`src/rtl/mc_defs.sv`:
```
// ---------------------------------------------------------------------------
// mc_defs
// Shared definitions for the multi-cycle MIPS controller and the ALU decoder:
// opcode/funct constants, ALU operation codes, FSM state encodings, mux select
// constants and the bundled control-word struct driven by mc_control.
// ---------------------------------------------------------------------------
package mc_defs;

   // Opcodes (IR[31:26])
   localparam logic [5:0] OP_RTYPE = 6'b000000;
   localparam logic [5:0] OP_ADDI  = 6'b001000;
   localparam logic [5:0] OP_ORI   = 6'b001101;
   localparam logic [5:0] OP_LW    = 6'b100011;
   localparam logic [5:0] OP_SW    = 6'b101011;
   localparam logic [5:0] OP_BEQ   = 6'b000100;
   localparam logic [5:0] OP_J     = 6'b000010;
   localparam logic [5:0] OP_HALT  = 6'b111111;

   // R-type funct codes (IR[5:0])
   localparam logic [5:0] FN_ADD = 6'b100000;
   localparam logic [5:0] FN_SUB = 6'b100010;
   localparam logic [5:0] FN_AND = 6'b100100;
   localparam logic [5:0] FN_OR  = 6'b100101;
   localparam logic [5:0] FN_SLT = 6'b101010;
   localparam logic [5:0] FN_SLL = 6'b000000;

   // ALU operation codes, matched by the ALU
   localparam logic [2:0] ALU_ADD = 3'b000;
   localparam logic [2:0] ALU_SUB = 3'b001;
   localparam logic [2:0] ALU_SLL = 3'b010;
   localparam logic [2:0] ALU_OR  = 3'b011;
   localparam logic [2:0] ALU_AND = 3'b100;
   localparam logic [2:0] ALU_SLT = 3'b101;

   // Mux selects
   localparam logic [1:0] PC_SRC_ALU    = 2'b00;
   localparam logic [1:0] PC_SRC_ALUOUT = 2'b01;
   localparam logic [1:0] PC_SRC_JUMP   = 2'b10;
   localparam logic [1:0] SRC_A_PC      = 2'b00;
   localparam logic [1:0] SRC_A_REG     = 2'b01;
   localparam logic [1:0] SRC_A_SHAMT   = 2'b10;
   localparam logic [1:0] SRC_B_REG     = 2'b00;
   localparam logic [1:0] SRC_B_FOUR    = 2'b01;
   localparam logic [1:0] SRC_B_IMM     = 2'b10;
   localparam logic [1:0] SRC_B_IMM_SH2 = 2'b11;

   typedef enum logic [3:0] {
      S_IF     = 4'd0,
      S_ID     = 4'd1,
      S_EXE_AL = 4'd2,
      S_EXE_BR = 4'd3,
      S_EXE_LS = 4'd4,
      S_MEM    = 4'd5,
      S_WB_AL  = 4'd6,
      S_WB_LD  = 4'd7,
      S_HALT   = 4'd8
   } state_t;

   typedef struct packed {
      logic       pc_write;
      logic [1:0] pc_src;
      logic       iord;
      logic       mem_read;
      logic       mem_write;
      logic       ir_write;
      logic       reg_write;
      logic       reg_dst;
      logic       mem_to_reg;
      logic [1:0] alu_src_a;
      logic [1:0] alu_src_b;
      logic       ext_sel;
      logic [2:0] alu_op;
   } ctrl_t;

endpackage

```
`src/rtl/alu_dec.sv`:
```
// ---------------------------------------------------------------------------
// alu_dec
// Combinational opcode/funct -> ALU operation decoder, shared with the
// single-cycle controller.
//   op_i      in  6  instruction opcode
//   funct_i   in  6  instruction funct field
//   alu_op_o  out 3  ALU operation select
//   known_o   out 1  opcode (and funct, for R-type) is a supported instruction
// ---------------------------------------------------------------------------
module alu_dec
   import mc_defs::*;
(
   input  logic [5:0] op_i,
   input  logic [5:0] funct_i,
   output logic [2:0] alu_op_o,
   output logic       known_o
);

   always_comb begin
      alu_op_o = ALU_ADD;
      known_o  = 1'b0;
      case (op_i)
         OP_RTYPE: begin
            known_o = 1'b1;
            case (funct_i)
               FN_ADD:  alu_op_o = ALU_ADD;
               FN_SUB:  alu_op_o = ALU_SUB;
               FN_AND:  alu_op_o = ALU_AND;
               FN_OR:   alu_op_o = ALU_OR;
               FN_SLT:  alu_op_o = ALU_SLT;
               FN_SLL:  alu_op_o = ALU_SLL;
               default: known_o  = 1'b0;
            endcase
         end
         OP_ADDI, OP_LW, OP_SW: begin
            known_o  = 1'b1;
            alu_op_o = ALU_ADD;
         end
         OP_ORI: begin
            known_o  = 1'b1;
            alu_op_o = ALU_OR;
         end
         OP_BEQ: begin
            known_o  = 1'b1;
            alu_op_o = ALU_SUB;
         end
         // j and halt never use the ALU result but are valid instructions
         OP_J, OP_HALT: known_o = 1'b1;
         default: ;
      endcase
   end

endmodule

```
`src/rtl/mc_control.sv`:
```
// ---------------------------------------------------------------------------
// mc_control
// Multi-cycle MIPS control unit. Steps each instruction through IF, ID,
// EXE_*, MEM and WB_* states and drives datapath enables and mux selects.
//   clk, rst            clock, asynchronous active-high reset
//   op, funct, zero     IR opcode/funct and ALU zero flag
//   pc_write, pc_src    PC load enable and source select
//   iord, mem_read/write memory address select and strobes
//   ir_write, reg_write IR and register-file write enables
//   reg_dst, mem_to_reg register-file destination and data selects
//   alu_src_a/b, ext_sel, alu_op  ALU operand/extension/operation selects
//   state               current FSM state (debug)
// ---------------------------------------------------------------------------
module mc_control
   import mc_defs::*;
#(
   parameter int STATE_W = 4
) (
   input  logic               clk,
   input  logic               rst,
   input  logic [5:0]         op,
   input  logic [5:0]         funct,
   input  logic               zero,
   output logic               pc_write,
   output logic [1:0]         pc_src,
   output logic               iord,
   output logic               mem_read,
   output logic               mem_write,
   output logic               ir_write,
   output logic               reg_write,
   output logic               reg_dst,
   output logic               mem_to_reg,
   output logic [1:0]         alu_src_a,
   output logic [1:0]         alu_src_b,
   output logic               ext_sel,
   output logic [2:0]         alu_op,
   output logic [STATE_W-1:0] state
);

   state_t     state_q, state_d;
   ctrl_t      ctrl;
   logic [2:0] dec_alu_op;
   logic       dec_known;
   logic       is_rtype, is_sll;

   alu_dec u_alu_dec (
      .op_i     (op),
      .funct_i  (funct),
      .alu_op_o (dec_alu_op),
      .known_o  (dec_known)
   );

   assign is_rtype = (op == OP_RTYPE);
   assign is_sll   = is_rtype && (funct == FN_SLL);

   always_ff @(posedge clk or posedge rst) begin
      if (rst) state_q <= S_IF;
      else     state_q <= state_d;
   end

   always_comb begin
      state_d = state_q;
      case (state_q)
         S_IF: state_d = S_ID;
         S_ID: begin
            if (!dec_known) begin
               state_d = S_IF;           // unsupported opcode/funct: nop
            end else begin
               case (op)
                  OP_RTYPE, OP_ADDI, OP_ORI: state_d = S_EXE_AL;
                  OP_BEQ:                    state_d = S_EXE_BR;
                  OP_LW, OP_SW:              state_d = S_EXE_LS;
                  OP_HALT:                   state_d = S_HALT;
                  default:                   state_d = S_IF;   // j
               endcase
            end
         end
         S_EXE_AL: state_d = S_WB_AL;
         S_EXE_BR: state_d = S_IF;
         S_EXE_LS: state_d = S_MEM;
         S_MEM:    state_d = (op == OP_LW) ? S_WB_LD : S_IF;
         S_WB_AL:  state_d = S_IF;
         S_WB_LD:  state_d = S_IF;
         S_HALT:   state_d = S_HALT;
         default:  state_d = S_IF;
      endcase
   end

   always_comb begin
      ctrl = '0;
      case (state_q)
         S_IF: begin
            ctrl.mem_read  = 1'b1;
            ctrl.ir_write  = 1'b1;
            ctrl.alu_src_a = SRC_A_PC;
            ctrl.alu_src_b = SRC_B_FOUR;
            ctrl.alu_op    = ALU_ADD;
            ctrl.pc_src    = PC_SRC_ALU;
            ctrl.pc_write  = 1'b1;
         end
         S_ID: begin
            // Branch target is computed speculatively into ALUOut
            ctrl.alu_src_a = SRC_A_PC;
            ctrl.alu_src_b = SRC_B_IMM_SH2;
            ctrl.ext_sel   = 1'b1;
            ctrl.alu_op    = ALU_ADD;
            if (op == OP_J) begin
               ctrl.pc_src   = PC_SRC_JUMP;
               ctrl.pc_write = 1'b1;
            end
         end
         S_EXE_AL: begin
            ctrl.alu_src_a = is_sll ? SRC_A_SHAMT : SRC_A_REG;
            ctrl.alu_src_b = is_rtype ? SRC_B_REG : SRC_B_IMM;
            ctrl.ext_sel   = (op == OP_ADDI);
            ctrl.alu_op    = dec_alu_op;
         end
         S_EXE_BR: begin
            ctrl.alu_src_a = SRC_A_REG;
            ctrl.alu_src_b = SRC_B_REG;
            ctrl.alu_op    = ALU_SUB;
            ctrl.pc_src    = PC_SRC_ALUOUT;
            ctrl.pc_write  = zero;      // Mealy term: taken only on equality
         end
         S_EXE_LS: begin
            ctrl.alu_src_a = SRC_A_REG;
            ctrl.alu_src_b = SRC_B_IMM;
            ctrl.ext_sel   = 1'b1;
            ctrl.alu_op    = ALU_ADD;
         end
         S_MEM: begin
            ctrl.iord      = 1'b1;
            ctrl.mem_read  = (op == OP_LW);
            ctrl.mem_write = (op == OP_SW);
         end
         S_WB_AL: begin
            ctrl.reg_write = 1'b1;
            ctrl.reg_dst   = is_rtype;
         end
         S_WB_LD: begin
            ctrl.reg_write  = 1'b1;
            ctrl.mem_to_reg = 1'b1;
         end
         default: ;
      endcase
      // Reset silences every output at once, so nothing writes mid-abandon
      if (rst) ctrl = '0;
   end

   assign pc_write   = ctrl.pc_write;
   assign pc_src     = ctrl.pc_src;
   assign iord       = ctrl.iord;
   assign mem_read   = ctrl.mem_read;
   assign mem_write  = ctrl.mem_write;
   assign ir_write   = ctrl.ir_write;
   assign reg_write  = ctrl.reg_write;
   assign reg_dst    = ctrl.reg_dst;
   assign mem_to_reg = ctrl.mem_to_reg;
   assign alu_src_a  = ctrl.alu_src_a;
   assign alu_src_b  = ctrl.alu_src_b;
   assign ext_sel    = ctrl.ext_sel;
   assign alu_op     = ctrl.alu_op;
   assign state      = STATE_W'(state_q);

endmodule

```
`config.mk`:
```
export PLATFORM = sky130hd
export DESIGN_NAME = mc_control
export DESIGN_NICKNAME = d
export VERILOG_FILES = /design/src/rtl/mc_defs.sv /design/src/rtl/alu_dec.sv /design/src/rtl/mc_control.sv
export SDC_FILE = /design/constraint.sdc
export NUM_CORES = 1
export LEC_CHECK = 0
export ABC_AREA = 1
export CAP_MARGIN = 20
export CORE_MARGIN = 1.5
export CORE_UTILIZATION = 45
export CTS_CLUSTER_DIAMETER = 120
export DETAILED_ROUTE_END_ITERATION = 7
export GPL_TIMING_DRIVEN = 0
export PLACE_DENSITY = 0.88
export SLEW_MARGIN = 25
export SYNTH_ARGS = -nofsm -noshare
export SYNTH_HDL_FRONTEND = slang
export SYNTH_HIERARCHICAL = 1
export SYNTH_SLANG_ARGS = --single-unit
```
`constraint.sdc`:
```
create_clock -name clk -period 2.64 [get_ports clk]
set_input_delay 0.528 -clock clk [delete_from_list [all_inputs] [get_ports clk]]
set_output_delay 0.528 -clock clk [all_outputs]
set_load 0.01 [all_outputs]
```
==> results.md <==
- The run finished with clean final reports.
- The routed via count is 1107.
- After the flow finishes, the layout carries non-filler instances totaling 223.
- The worst-case setup margin in the final layout is 0.0772 ns.
- The TritonCTS buffer count is 3.
- The arrival time of the worst setup path is 2.03 ns.
- The area taken by flip-flops and latches is between 100 and 150 um^2.
- The placed wire-length estimate is between 2000 and 2500 um.
- The path type of the worst min-delay path is primary input to async pin.
- In the final timing run, aggregate negative setup slack is 0 ns.
- The number of H-tree branching levels is 1.
- The type of origin of the critical path is a primary input.
- The cell count after synthesis came out at 160.
- The library cell used as clock root buffer is sky130_fd_sc_hd__clkbuf_4.
- The initial utilization of the core area, before any placement, comes to between 40% and 50%.
- The area used by multi-input combinational logic is 646 um^2.
- For this run, the top clock speed supported by timing is 0.390 GHz.
- The post-placement cell count is 220.
- The final critical path time including I/O delays and setup is around 2.6 ns.
- The flip-flop and latch count after synthesis is 4.
- In this run the remaining antenna-violating nets after routing total 0.
- The first global-routing pass estimated between 3000 and 4000 um of wire.
- The max-slew violation count is 0.
- STA classifies the critical path endpoint as a primary output.
- Counting every sink on the clock net gives 4.
- Clock-pin slew was measured on the worst setup and hold paths at 0.04 ns.
- The post-placement worst setup slack is -0.279 ns.
- Using the TritonRoute via totals, the vias-per-cell ratio works out to 4.96.
- After detailed routing, the number of remaining DRC violations is 0.
- Data on the critical path is required at its endpoint by between 2 and 2.5 ns.
- In the final design database the tool counted ~220 nets.
- The TritonCTS clock tree is built.
- The flip-flop count of the largest register, all copies and words added is 4.
- For this design the static power due to leakage is 0.000614 uW.
- The total routing usage reported by global routing is between 20% and 30%.
- The synthesized netlist contains 24 unique library cells.
- For this design the ratio of total power to cell area is 312 nW/um^2.
- For this design the top-level I/O count stands at 37.
- After clock tree synthesis, the flow added hold-fix buffers numbering 0.
- The post-route netlist has 20.2% of its cells at a drive strength greater than 1.
- The largest fanout on the critical path is 6.
- Of the synthesized area, sequential elements account for 11.7%.
- The slew at the pin closest to its max-slew limit is 0.323 ns.
- Routability-driven placement finished with a final weighted congestion of between 0.8 and 0.9.
- Across the routed clock network, the largest skew measured is 0.00818 ns.
- In this run the standard cell core region covers 1760 um^2.
- The final count of negative-setup-slack endpoints is 0.
- The later-pin clock latency in the skew report is 0.23 ns.
- The area growth from synthesis to layout is 45.0%.
- The category of the most critical setup path is primary input to primary output.
- The number of antenna diodes in the final layout is 0.
- Global routing finished with a remaining overflow of 0.
- The floorplan die area is 2170 um^2.
- The via count of the first global-routing pass is 969.
- The maximum ir drop on the vdd rail is 0.000218 V.
- The post-route core utilization is 70.4%.
- The final layout contains routed wiring with a total length of 2360 um.
- The relative slew slack is 78.5%.
- The count of input and output buffers is 35.
- The final count of hold timing violations is 0.
- The die is 46.6 um tall.
- The largest buffer count on any clock path is 2.
- The width of the chip is 46.6 um.
- Synthesis produced a netlist with a net count of 175.
- The floorplan has 15 rows.
- The leading cell type in the layout, fill and taps excluded is sky130_fd_sc_hd__nor2_1.
- The first-pass detailed-route iteration total is 6.
- After filler insertion, the fill cell instance count of the layout stands at 174.
- After the first detailed-routing iteration, the DRC count stood at 39.
- The largest net degree at the start of global routing is 10.
- Of the available clock period, the critical path in the final layout requires a little over nine tenths.
- The number of post-CTS setup repair buffers is 0.
- The Yosys warning count is 6.
- The library cells used most frequently in the layout, excluding fill and tap cells, are sky130_fd_sc_hd__nor2_1 (38), sky130_fd_sc_hd__nand2_1 (29), sky130_fd_sc_hd__inv_1 (25).
- The total power is around 390 uW.
- The number of max-capacitance violations reported is 0.
- Setup repair after global routing could not meet its margin everywhere.
- The final routed wire length divided by cell count is approximately 11 um.
- The post-synthesis area per instance is 5.35 um^2.
- The number of antenna violations at the first check in global routing is 0.
- The cell area that synthesis handed to floorplanning was between 800 and 900 um^2.
[Yosys cell counts, drive strengths merged]
library cell	count	share of area, %
a21oi	9	6.1
and3	1	0.73
buf	1	0.58
dfrtp	4	12
inv	30	13
nand2	36	18
nand3	14	9.9
nand3b	1	0.88
nand4	6	4.4
nor2	49	26
nor3	4	4.2
o21ai	2	1.2
o32ai	1	1.0
or2	2	1.5
[metal layers]
layer  routed length [um]  GRT usage, %
met5                    0             0
met4                   21          7.22
met3                  126          3.14
met2                 1140          44.4
met1                 1070          29.6
[report_power, final]
group | internal, uW | switching [uW] | total (uW) | leakage [uW]
clock | 50.7 | 23.6 | 74.3 | 0.0000138
sequential | 68.7 | 8.34 | 77.1 | 0.0000549
combinational | 103 | 133 | 236 | 0.000546
[metrics by stage]
step | hold WS [ns] | area, um^2
final | 0.292 | 1240
after global routing | 0.312 | 1240
after floorplan | 0.486 | 856
after global placement | 0.509 | 1240
after detailed placement | 0.520 | 1240
after CTS | 0.299 | 1250
[final cells by class]
type | count | area share [%]
flip-flops and latches | 4 | 8.06
well taps | 25 | 2.52
multi-input cells | 125 | 52.0
plain buffers | 1 | 0.403
clock buffers | 3 | 1.81
inverters | 30 | 9.07
repair buffers | 35 | 26.1
[worst max-delay path: stages]
cell and delay (ns):
sky130_fd_sc_hd__dlygate4sd2_1 0.33, sky130_fd_sc_hd__nor2_4 0.15, sky130_fd_sc_hd__nand2_1 0.09, sky130_fd_sc_hd__nor2_1 0.17, sky130_fd_sc_hd__inv_1 0.08, sky130_fd_sc_hd__nor3_1 0.13
sky130_fd_sc_hd__clkdlybuf4s50_1 0.56
[final timing paths]
path	start	endpoint	slack, ns	cells past startpoint
max	op[4]	reg_dst	0.08	7
min	rst	state[3]	0.29	2
max reg2reg	state[1]	state[0]	1.45	7
min reg2reg	state[2]	state[3]	0.51	1
max in group asynchronous	rst	state[0]	2.14	2
min in group clk	state[2]	state[3]	0.51	1
[logic make-up after synthesis]
group | share of synthesized area (%)
buffers and inverters | 13.7
AND/OR/NAND/NOR | 66.2
flip-flops | 11.7
AO/OA/AOI/OAI | 8.33
[what timing repair did]
item / CTS / global route
endpoints found under the setup margin: 12 / 6
pin swaps: 1 / 0
gates resized for setup: 11 / 13
No activity file was read; power rests on OpenSTA's default activity.
